<file path="src/rtl/issue_sequencer_if.sv">
// issue_sequencer_if: fetch-pair input and dual-pipe issue output bundle.
// Rev 1.0
`default_nettype none

interface issue_sequencer_if #(
  parameter int INST_WIDTH = 32
);
  logic                  in_valid;
  logic                  in_ready;
  logic [INST_WIDTH-1:0] in_inst0;
  logic [INST_WIDTH-1:0] in_inst1;
  logic                  out_valid;
  logic                  out_ready;
  logic [INST_WIDTH-1:0] out_inst_a;
  logic [INST_WIDTH-1:0] out_inst_b;
  logic                  out_first;

  modport master (
    output in_valid, in_inst0, in_inst1, out_ready,
    input  in_ready, out_valid, out_inst_a, out_inst_b, out_first
  );

  modport slave (
    input  in_valid, in_inst0, in_inst1, out_ready,
    output in_ready, out_valid, out_inst_a, out_inst_b, out_first
  );
endinterface

`default_nettype wire

</file>
<file path="src/rtl/issue_sequencer.sv">
// issue_sequencer: steers an in-order instruction pair onto pipe A (branch/ALU)
// and pipe B (memory/ALU), splitting same-resource pairs over two cycles. Rev 1.0
`default_nettype none

module issue_sequencer #(
  parameter int          INST_WIDTH = 32,
  parameter int          OPCODE_LSB = 26,
  parameter logic [5:0]  OP_CMP     = 6'b001010,
  parameter logic [5:0]  OP_TEST    = 6'b001011,
  parameter logic [5:0]  OP_CMPI    = 6'b011010,
  parameter logic [5:0]  OP_TESTI   = 6'b011011
) (
  input  wire logic         clk,
  input  wire logic         reset_n,
  input  wire logic         flush,
  issue_sequencer_if.slave  bus,
  output logic [15:0]       split_count
);

  typedef enum logic [1:0] {ST_EMPTY, ST_FULL, ST_SPLIT} state_t;
  typedef enum logic [1:0] {CLS_X, CLS_MEM, CLS_BR} cls_t;

  localparam logic [INST_WIDTH-1:0] NOP = '0;

  state_t                  r_state;
  logic [INST_WIDTH-1:0]   r_inst0_q;
  logic [INST_WIDTH-1:0]   r_inst1_q;
  logic [15:0]             r_split_count;

  cls_t                    w_cls0;
  cls_t                    w_cls1;
  logic                    w_conflict;
  logic                    w_in_ready;
  logic                    w_xfer_in;
  logic [2*INST_WIDTH:0]   w_view;

  function automatic cls_t classify(input logic [5:0] op);
    cls_t c;
    case (op[5:4])
      2'b11:   c = CLS_BR;
      2'b10:   c = CLS_MEM;
      2'b01:   c = (op == OP_CMPI || op == OP_TESTI) ? CLS_BR : CLS_X;
      default: c = (op == OP_CMP  || op == OP_TEST)  ? CLS_BR : CLS_X;
    endcase
    return c;
  endfunction

  assign w_cls0     = classify(r_inst0_q[OPCODE_LSB+5:OPCODE_LSB]);
  assign w_cls1     = classify(r_inst1_q[OPCODE_LSB+5:OPCODE_LSB]);
  assign w_conflict = (w_cls0 == CLS_BR  && w_cls1 == CLS_BR) ||
                      (w_cls0 == CLS_MEM && w_cls1 == CLS_MEM);

  // A slot frees up only when the current one drains this cycle, except that a
  // conflicting pair still owes its younger half.
  assign w_in_ready = !flush &&
                      ((r_state == ST_EMPTY) ||
                       (bus.out_ready && (r_state == ST_SPLIT ||
                                          (r_state == ST_FULL && !w_conflict))));
  assign w_xfer_in  = bus.in_valid && w_in_ready;

  // Output view packed as {first, inst_a, inst_b}; a pure decode of held state.
  always_comb begin
    w_view = {1'b0, NOP, NOP};
    case (r_state)
      ST_FULL: begin
        if (w_cls0 == CLS_BR && w_cls1 == CLS_BR)
          w_view = {1'b0, r_inst0_q, NOP};
        else if (w_cls0 == CLS_MEM && w_cls1 == CLS_MEM)
          w_view = {1'b1, NOP, r_inst0_q};
        else if ((w_cls0 == CLS_MEM) || (w_cls0 == CLS_X && w_cls1 == CLS_BR))
          w_view = {1'b1, r_inst1_q, r_inst0_q};
        else
          w_view = {1'b0, r_inst0_q, r_inst1_q};
      end
      ST_SPLIT: begin
        if (w_cls1 == CLS_MEM)
          w_view = {1'b1, NOP, r_inst1_q};
        else
          w_view = {1'b0, r_inst1_q, NOP};
      end
      default: w_view = {1'b0, NOP, NOP};
    endcase
  end

  always_ff @(posedge clk or negedge reset_n) begin
    if (!reset_n) begin
      r_state       <= ST_EMPTY;
      r_inst0_q     <= '0;
      r_inst1_q     <= '0;
      r_split_count <= '0;
    end else if (flush) begin
      r_state <= ST_EMPTY;
    end else begin
      case (r_state)
        ST_EMPTY: begin
          if (w_xfer_in) begin
            r_inst0_q <= bus.in_inst0;
            r_inst1_q <= bus.in_inst1;
            r_state   <= ST_FULL;
          end
        end
        ST_FULL: begin
          if (bus.out_ready) begin
            if (w_conflict) begin
              r_state <= ST_SPLIT;
              if (r_split_count != 16'hFFFF)
                r_split_count <= r_split_count + 16'd1;
            end else if (w_xfer_in) begin
              r_inst0_q <= bus.in_inst0;
              r_inst1_q <= bus.in_inst1;
              r_state   <= ST_FULL;
            end else begin
              r_state <= ST_EMPTY;
            end
          end
        end
        ST_SPLIT: begin
          if (bus.out_ready) begin
            if (w_xfer_in) begin
              r_inst0_q <= bus.in_inst0;
              r_inst1_q <= bus.in_inst1;
              r_state   <= ST_FULL;
            end else begin
              r_state <= ST_EMPTY;
            end
          end
        end
        default: r_state <= ST_EMPTY;
      endcase
    end
  end

  assign bus.in_ready   = w_in_ready;
  assign bus.out_valid  = (r_state == ST_FULL) || (r_state == ST_SPLIT);
  assign bus.out_first  = w_view[2*INST_WIDTH];
  assign bus.out_inst_a = w_view[2*INST_WIDTH-1:INST_WIDTH];
  assign bus.out_inst_b = w_view[INST_WIDTH-1:0];
  assign split_count    = r_split_count;

endmodule

`default_nettype wire
</file>
<file path="src/flat_wrapper.sv">
// flat-port wrapper written by rule: the top's interface ports become plain ports
module issue_sequencer_flat 
#(
  parameter int          INST_WIDTH = 32,
  parameter int          OPCODE_LSB = 26,
  parameter logic [5:0]  OP_CMP     = 6'b001010,
  parameter logic [5:0]  OP_TEST    = 6'b001011,
  parameter logic [5:0]  OP_CMPI    = 6'b011010,
  parameter logic [5:0]  OP_TESTI   = 6'b011011
)
  (clk, reset_n, flush, split_count, bus_in_valid, bus_in_inst0, bus_in_inst1, bus_out_ready, bus_in_ready, bus_out_valid, bus_out_inst_a, bus_out_inst_b, bus_out_first);
  issue_sequencer_if #(.INST_WIDTH(INST_WIDTH)) bus_i ();
  input  wire logic clk;
  input  wire logic reset_n;
  input  wire logic flush;
  output logic [15:0] split_count;
  input wire logic [$bits(bus_i.in_valid)-1:0] bus_in_valid;
  input wire logic [$bits(bus_i.in_inst0)-1:0] bus_in_inst0;
  input wire logic [$bits(bus_i.in_inst1)-1:0] bus_in_inst1;
  input wire logic [$bits(bus_i.out_ready)-1:0] bus_out_ready;
  output wire logic [$bits(bus_i.in_ready)-1:0] bus_in_ready;
  output wire logic [$bits(bus_i.out_valid)-1:0] bus_out_valid;
  output wire logic [$bits(bus_i.out_inst_a)-1:0] bus_out_inst_a;
  output wire logic [$bits(bus_i.out_inst_b)-1:0] bus_out_inst_b;
  output wire logic [$bits(bus_i.out_first)-1:0] bus_out_first;
  assign bus_i.in_valid = bus_in_valid;
  assign bus_i.in_inst0 = bus_in_inst0;
  assign bus_i.in_inst1 = bus_in_inst1;
  assign bus_i.out_ready = bus_out_ready;
  assign bus_in_ready = bus_i.in_ready;
  assign bus_out_valid = bus_i.out_valid;
  assign bus_out_inst_a = bus_i.out_inst_a;
  assign bus_out_inst_b = bus_i.out_inst_b;
  assign bus_out_first = bus_i.out_first;
  issue_sequencer #(.INST_WIDTH(INST_WIDTH), .OPCODE_LSB(OPCODE_LSB), .OP_CMP(OP_CMP), .OP_TEST(OP_TEST), .OP_CMPI(OP_CMPI), .OP_TESTI(OP_TESTI)) u_core (.clk(clk), .reset_n(reset_n), .flush(flush), .bus(bus_i), .split_count(split_count));
endmodule
</file>
<file path="config.mk">
export PLATFORM = sky130hd
export DESIGN_NAME = issue_sequencer_flat
export DESIGN_NICKNAME = d
export VERILOG_FILES = /design/src/rtl/issue_sequencer_if.sv /design/src/rtl/issue_sequencer.sv /design/src/flat_wrapper.sv
export SDC_FILE = /design/constraint.sdc
export NUM_CORES = 1
export LEC_CHECK = 0
export BUFFER_PORTS_ARGS = -buffer_cell sky130_fd_sc_hd__buf_2
export CORE_ASPECT_RATIO = 1.1
export CORE_UTILIZATION = 40
export CTS_CLUSTER_DIAMETER = 100
export DETAILED_ROUTE_END_ITERATION = 8
export GPL_ROUTABILITY_DRIVEN = 0
export MAX_ROUTING_LAYER = met4
export PLACE_DENSITY_LB_ADDON = 0.12
export SLEW_MARGIN = 20
export SYNTH_ARGS = -nofsm -noshare
export SYNTH_HDL_FRONTEND = slang
export SYNTH_SLANG_ARGS = --single-unit
</file>
<file path="constraint.sdc">
create_clock -name clk -period 3.8 [get_ports clk]
set_input_delay 0.38 -clock clk [delete_from_list [all_inputs] [get_ports clk]]
set_output_delay 0.38 -clock clk [all_outputs]
set_load 0.01 [all_outputs]
</file>
==> Word level (Yosys, flattened, before mapping) <==
Index checks and enable logic that the tools add are counted.
{ "op_classes": {"add_sub_neg": 1, "n_eq_ne": 27, "n_mux": 28, "bitwise_logic": 1, "n_reduce_logical": 24} }
{ "ops": {"columns": ["cell", "n"], "rows": [
  ["2-to-1 mux 65 bit", 4],
  ["2-to-1 mux 32 bit", 8],
  ["one-hot mux 32 bit (3 select lines)", 2],
  ["one-hot mux 65 bit (2 select lines)", 1],
  ["equality test 6 x 4 -> 1 bit (second input constant)", 4],
  ["equality test 6 x 5 -> 1 bit (second input constant)", 4],
  ["2-to-1 mux 2 bit", 9],
  ["one-hot mux 2 bit (3 select lines)", 3],
  ["adder 16 x 1 -> 16 bit (second input constant)", 1],
  ["inequality test 16 bit (second input constant)", 1],
  ["equality test 2 bit (second input constant)", 7],
  ["equality test 2 x 1 -> 1 bit (second input constant)", 5],
  ["AND reduction 5 bit", 2],
  ["logical OR 1 bit", 9],
  ["logical AND 1 bit", 7],
  ["inequality test 2 bit (second input constant)", 3],
  ["inequality test 3 bit (second input constant)", 2],
  ["logical NOT 2 bit", 2],
  ["inequality test 3 x 2 -> 1 bit (second input constant)", 1],
  ["AND reduction 3 bit", 1],
  ["nonzero test 3 bit", 1],
  ["logical NOT 1 bit", 2],
  ["2-to-1 mux 1 bit", 1],
  ["inverter 1 bit", 1]
]} }
{ "totals": {"reg_bits": 82, "in_bits": 69, "out_inout_bits": 83, "elab_cells": 85} }

==> Longest topological paths before layout <==
{ "depth": {"depth_word": 19, "ltp_mapped": 9} }

==> Worst setup path before layout <==
Ideal clock, no wire load.
{ "synth_timing": {"path_type": "reg2out", "from": "reg u_core.r_inst1_q[31]", "to": "out bus_out_inst_b[11]", "t_arrival_ps": 1905, "required_time_ps": 3420, "slack_ps": 1515, "path_stages_with_launch": 7, "n_path_buf": 1, "path_cell_list": "dfrtp_1 nand4bb_1 a221oi_2 o21a_1 clkbuf_1 a22oi_1 nor2b_1"} }
{ "synth_via": {"elab_chain_len": 11} }
{ "synth_lines": {"columns": ["item", "line", "text"], "rows": [
  ["from (decl)", "issue_sequencer.sv:27", "logic [INST_WIDTH-1:0] r_inst1_q;"],
  ["from (signal assigned)", "issue_sequencer.sv:98", "r_inst1_q <= bus.in_inst1;"],
  ["from (signal assigned)", "issue_sequencer.sv:110", "r_inst1_q <= bus.in_inst1;"],
  ["from (signal assigned)", "issue_sequencer.sv:121", "r_inst1_q <= bus.in_inst1;"],
  ["equality test 6 x 4 -> 1 bit / equality test 6 x 5 -> 1 bit (equally long branches)", "issue_sequencer.sv:43, issue_sequencer.sv:42", null],
  ["logical OR 1 bit, on equally long branches", "issue_sequencer.sv:43, issue_sequencer.sv:42", null],
  ["2-to-1 mux 2 bit, on equally long branches", "issue_sequencer.sv:43, issue_sequencer.sv:42", null],
  ["one-hot mux 2 bit (3 select lines) *", "issue_sequencer.sv:39", "case (op[5:4])"],
  ["equality test 2 bit", "issue_sequencer.sv:66, issue_sequencer.sv:70", null],
  ["logical AND 1 bit", "issue_sequencer.sv:70", "else if ((w_cls0 == CLS_MEM) || (w_cls0 == CLS_X && w_cls1 == CLS_BR))"],
  ["logical OR 1 bit", "issue_sequencer.sv:70", null],
  ["2-to-1 mux 65 bit", "issue_sequencer.sv:70", null],
  ["2-to-1 mux 65 bit", "issue_sequencer.sv:68", "else if (w_cls0 == CLS_MEM && w_cls1 == CLS_MEM)"],
  ["2-to-1 mux 65 bit", "issue_sequencer.sv:66", "if (w_cls0 == CLS_BR && w_cls1 == CLS_BR)"],
  ["one-hot mux 65 bit (2 select lines) *", "issue_sequencer.sv:64", "case (r_state)"],
  ["to (decl)", "flat_wrapper.sv:24", "output wire logic [$bits(bus_i.out_inst_b)-1:0] bus_out_inst_b;"]
]} }
Every way passes the cells marked *; elsewhere a longest branch is shown, timed or not.

==> Worst setup path in the final report <==
{ "layout_timing": {"from": "reg u_core.r_inst1_q[31]", "to": "out bus_out_inst_a[0]"} }
{ "layout_via": {"elab_chain_len": 11} }
{ "layout_lines": {"columns": ["item", "line", "text"], "rows": [
  ["equality test 6 x 4 -> 1 bit / equality test 6 x 5 -> 1 bit (equally long branches)", "issue_sequencer.sv:43, issue_sequencer.sv:42", null],
  ["logical OR 1 bit, on equally long branches", "issue_sequencer.sv:43, issue_sequencer.sv:42", null],
  ["2-to-1 mux 2 bit, on equally long branches", "issue_sequencer.sv:43, issue_sequencer.sv:42", null],
  ["one-hot mux 2 bit (3 select lines) *", "issue_sequencer.sv:39", null],
  ["equality test 2 bit", "issue_sequencer.sv:66, issue_sequencer.sv:70", null],
  ["logical AND 1 bit", "issue_sequencer.sv:70", null],
  ["logical OR 1 bit", "issue_sequencer.sv:70", null],
  ["2-to-1 mux 65 bit", "issue_sequencer.sv:70", null],
  ["2-to-1 mux 65 bit", "issue_sequencer.sv:68", null],
  ["2-to-1 mux 65 bit", "issue_sequencer.sv:66", null],
  ["one-hot mux 65 bit (2 select lines) *", "issue_sequencer.sv:64", null],
  ["to (decl)", "flat_wrapper.sv:23", "output wire logic [$bits(bus_i.out_inst_a)-1:0] bus_out_inst_a;"]
]} }
Marks and branches as above.

==> results.json <==
{
  "run_status": "finished, final reports clean",
  "seq_area_um2": 2052,
  "clock-sinks": 82,
  "clock_latency_on_the_worst_skew_pair_ns": 0.33,
  "critical_path_class": "reg -> out",
  "fp.dieArea_um2": 11920,
  "cts.repair.resized": 0,
  "cts-buffers-inserted": 9,
  "floorplan.io_pins": 152,
  "max-cap-violations": 0,
  "pre_cts_ws_ns": 1.006,
  "fin_nets": 600,
  "cp-start-kind": "flip-flop",
  "fin_crit_ns": 3.137,
  "power_density_nw_per_um2": 709.2,
  "worst_clock_skew_ns": 0.009665,
  "max-vdd-ir-drop_v": 0.0003063,
  "grt_antenna_before_repair": 1,
  "fill_cells": 1007,
  "layout.cell_area.non_filler_um2": 5799,
  "synth.ff_latch_count": 82,
  "portBuffers": 151,
  "area_occupied_by_multi_input_gates_um2": 2405,
  "final_common_cell": "buf_2",
  "global_route_wire_length_before_repair_um": 18460,
  "final-max-slew-violation-count": 0,
  "setup.worst_path.end_class": "primary output",
  "setup_viol": 0,
  "core-area_um2": 11060,
  "critPathRequiredTime_ns": 3.42,
  "placed_area_um2": 5494,
  "synth_compound_gate_area_share": 0.1408,
  "synth_adder_area_share": 0.01362,
  "overall_track_demand_over_capacity_in_global_routing": 0.2030,
  "net_count_after_synthesis": 454,
  "timing.critical_path.arrival_ns": 2.76,
  "cts.htree.levels": 3,
  "drcViolationCount": 0,
  "worstMarginPinSlew_ns": 0.7677,
  "period_share": 0.8256,
  "synth_area_in_xor_xnor": 0.02860,
  "grt_start_max_net_pins": 83,
  "drt_first_iter_violations": 127,
  "synth_area_um2": 4593,
  "die_w_um": 104.2,
  "placed_cells_incl_taps": 662,
  "hp-class": "in -> async",
  "cp_max_fo": 26,
  "post_synth.cell_area_avg_um2": 12.09,
  "initial_core_util": 0.4153,
  "cts_hold_buf": 0,
  "post_route_cells_drive_above_1_share": 0.4501,
  "cts_post_setup_buffers_inserted": 0,
  "vias": 3599,
  "leakagePower_nw": 2.903,
  "synth_seq_area_share": 0.4467,
  "max_slew_margin": 0.4882,
  "detail_route.first_pass.iterations": 4,
  "syn_inst": 380,
  "max_clock_freq_ghz": 0.3188,
  "routedWlPerCell_um": 16.97,
  "cts_root_buffer": "clkbuf_16",
  "synth_simple_gate_area_share": 0.1245,
  "power_mw": 4.113,
  "die-height_um": 114.4,
  "layout.cells.most_common_list": "150 x buf_2, 82 x dfrtp_1, 60 x mux2_4, 37 x nor2b_1, 32 x a22oi_1",
  "cts_tree": "yes",
  "global_route.overflow_total": 0,
  "area_delta_synth_final_pct": 26.26,
  "grt_setup_unrepaired": "false",
  "grt_pass1_vias": 3561,
  "synth_top_family_by_area": "multiplexers",
  "drt-vias-per-instance": 5.300,
  "setup-tns-final_ns": 0,
  "place.detailed.hpwl_um": 7933,
  "clock_input_transition_at_the_sequential_cells_of_the_worst_setup_and_hold_paths_ns": 0.06,
  "final.setup.worst_slack_ns": 0.6629,
  "number_of_warning_messages_in_the_yosys_log": 0,
  "cts_max_path_buffers": 2,
  "share_of_cell_area_taken_by_muxes_after_synthesis": 0.2106,
  "remaining_antenna_violation_count_after_routing": 0,
  "number_of_placement_rows": 40,
  "routed_wirelength_um": 11530,
  "finalNonFillerCells": 679,
  "yosys.cell_types.count": 41,
  "final-hold-violation-count": 0
}
-- routing by layer --
metal,GRT usage,vias up,share of wire
met1,0.2640,1777,0.46
met5,-,-,0
met4,0.07619,0,0.016
met3,0.03699,13,0.049
met2,0.3173,116,0.47
li1,-,1693,-
-- worst paths after layout --
path | from | endpoint | slack [ns] | cells after the start
setup / recovery | u_core.r_inst1_q[31]$_DFFE_PN0P_ | bus_out_inst_a[0] | 0.66 | 7
hold / removal | reset_n | u_core.r_inst1_q[19]$_DFFE_PN0P_ | 0.09 | 1
setup reg to reg | u_core.r_inst0_q[31]$_DFFE_PN0P_ | u_core.r_inst1_q[4]$_DFFE_PN0P_ | 1.09 | 7
hold reg to reg | u_core.split_count[9]$_DFFE_PN0P_ | u_core.split_count[9]$_DFFE_PN0P_ | 0.49 | 1
max in group asynchronous | reset_n | u_core.r_inst1_q[10]$_DFFE_PN0P_ | 3.18 | 1
min in group clk | bus_in_inst1[15] | u_core.r_inst1_q[15]$_DFFE_PN0P_ | 0.26 | 2
-- report_power, final --
part	internal [mW]	leakage (nW)	switching, mW
clock network	0.545	0.147	0.331
registers	1.24	0.999	0.369
logic	0.927	1.76	0.701
-- synthesized netlist by cell type (all sizes together) --
| master | instances | share of area |
|---|---|---|
| dfrtp | 82 | 0.45 |
| mux2 | 65 | 0.21 |
| nor2b | 37 | 0.050 |
| a22oi | 32 | 0.052 |
| a22o | 30 | 0.057 |
| xnor2 | 15 | 0.029 |
| clkbuf | 14 | 0.011 |
| buf | 11 | 0.020 |
| nand2 | 11 | 0.0090 |
| nor2 | 11 | 0.0090 |
| nand4 | 10 | 0.014 |
| nand3 | 9 | 0.0098 |
| a21oi | 6 | 0.0065 |
| ha | 5 | 0.014 |
| nor3 | 5 | 0.0054 |
| and3 | 4 | 0.0054 |
| inv | 4 | 0.0033 |
| nand2b | 3 | 0.0041 |
| nor3b | 3 | 0.0049 |
| o21ai | 3 | 0.0033 |
| a21boi | 2 | 0.0033 |
| nand4bb | 2 | 0.0049 |
| o211ai | 2 | 0.0033 |
| o21a | 2 | 0.0033 |
| o22ai | 2 | 0.0027 |
| a21o | 1 | 0.0016 |
| a221oi | 1 | 0.0033 |
| a32o | 1 | 0.0022 |
| a32oi | 1 | 0.0019 |
| and2 | 1 | 0.0014 |
| and4 | 1 | 0.0019 |
| mux2i | 1 | 0.0022 |
| nor4 | 1 | 0.0014 |
| or3 | 1 | 0.0014 |
| or3b | 1 | 0.0019 |
-- registers in the layout (all words and copies together) (netlist names) --
register,cells
u_core.r_inst1_q,32
u_core.r_inst0_q,32
u_core.split_count,16
u_core.r_state,2
-- metrics by stage --
step	util	hold slack [ns]
global route	0.5243	0.1504
detailed placement	0.4967	0.4903
finish	0.5243	0.09185
CTS	0.5238	0.2500
global placement	0.4967	0.4775
floorplan	-	0.08441
-- critical path: stages, from the launching register on --
cell	delay [ns]
dfrtp_1	0.42
nand4bb_1	0.28
a221oi_2	0.55
o211ai_1	0.23
a21boi_4	0.25
buf_4	0.36
a22o_1	0.21
buf_2	0.13
-- logic make-up after synthesis --
kind of cell,Yosys count
AOI/OAI and AO/OA,83
xor gates and xnor gates,15
adders and majority gates,5
buffers and inverters,29
DFF,82
muxes,66
and+or+nand+nor,100
-- cell type report --
type	count	area share
well taps	147	0.03172
diodes	1	0.0004315
flip-flops and latches	82	0.3538
repair buffers	160	0.1452
inverters	4	0.002589
clock buffers	14	0.04552
clock inverters	2	0.006041
multi-input cells	269	0.4147
Note: power is estimated with default switching activity, not from simulation.
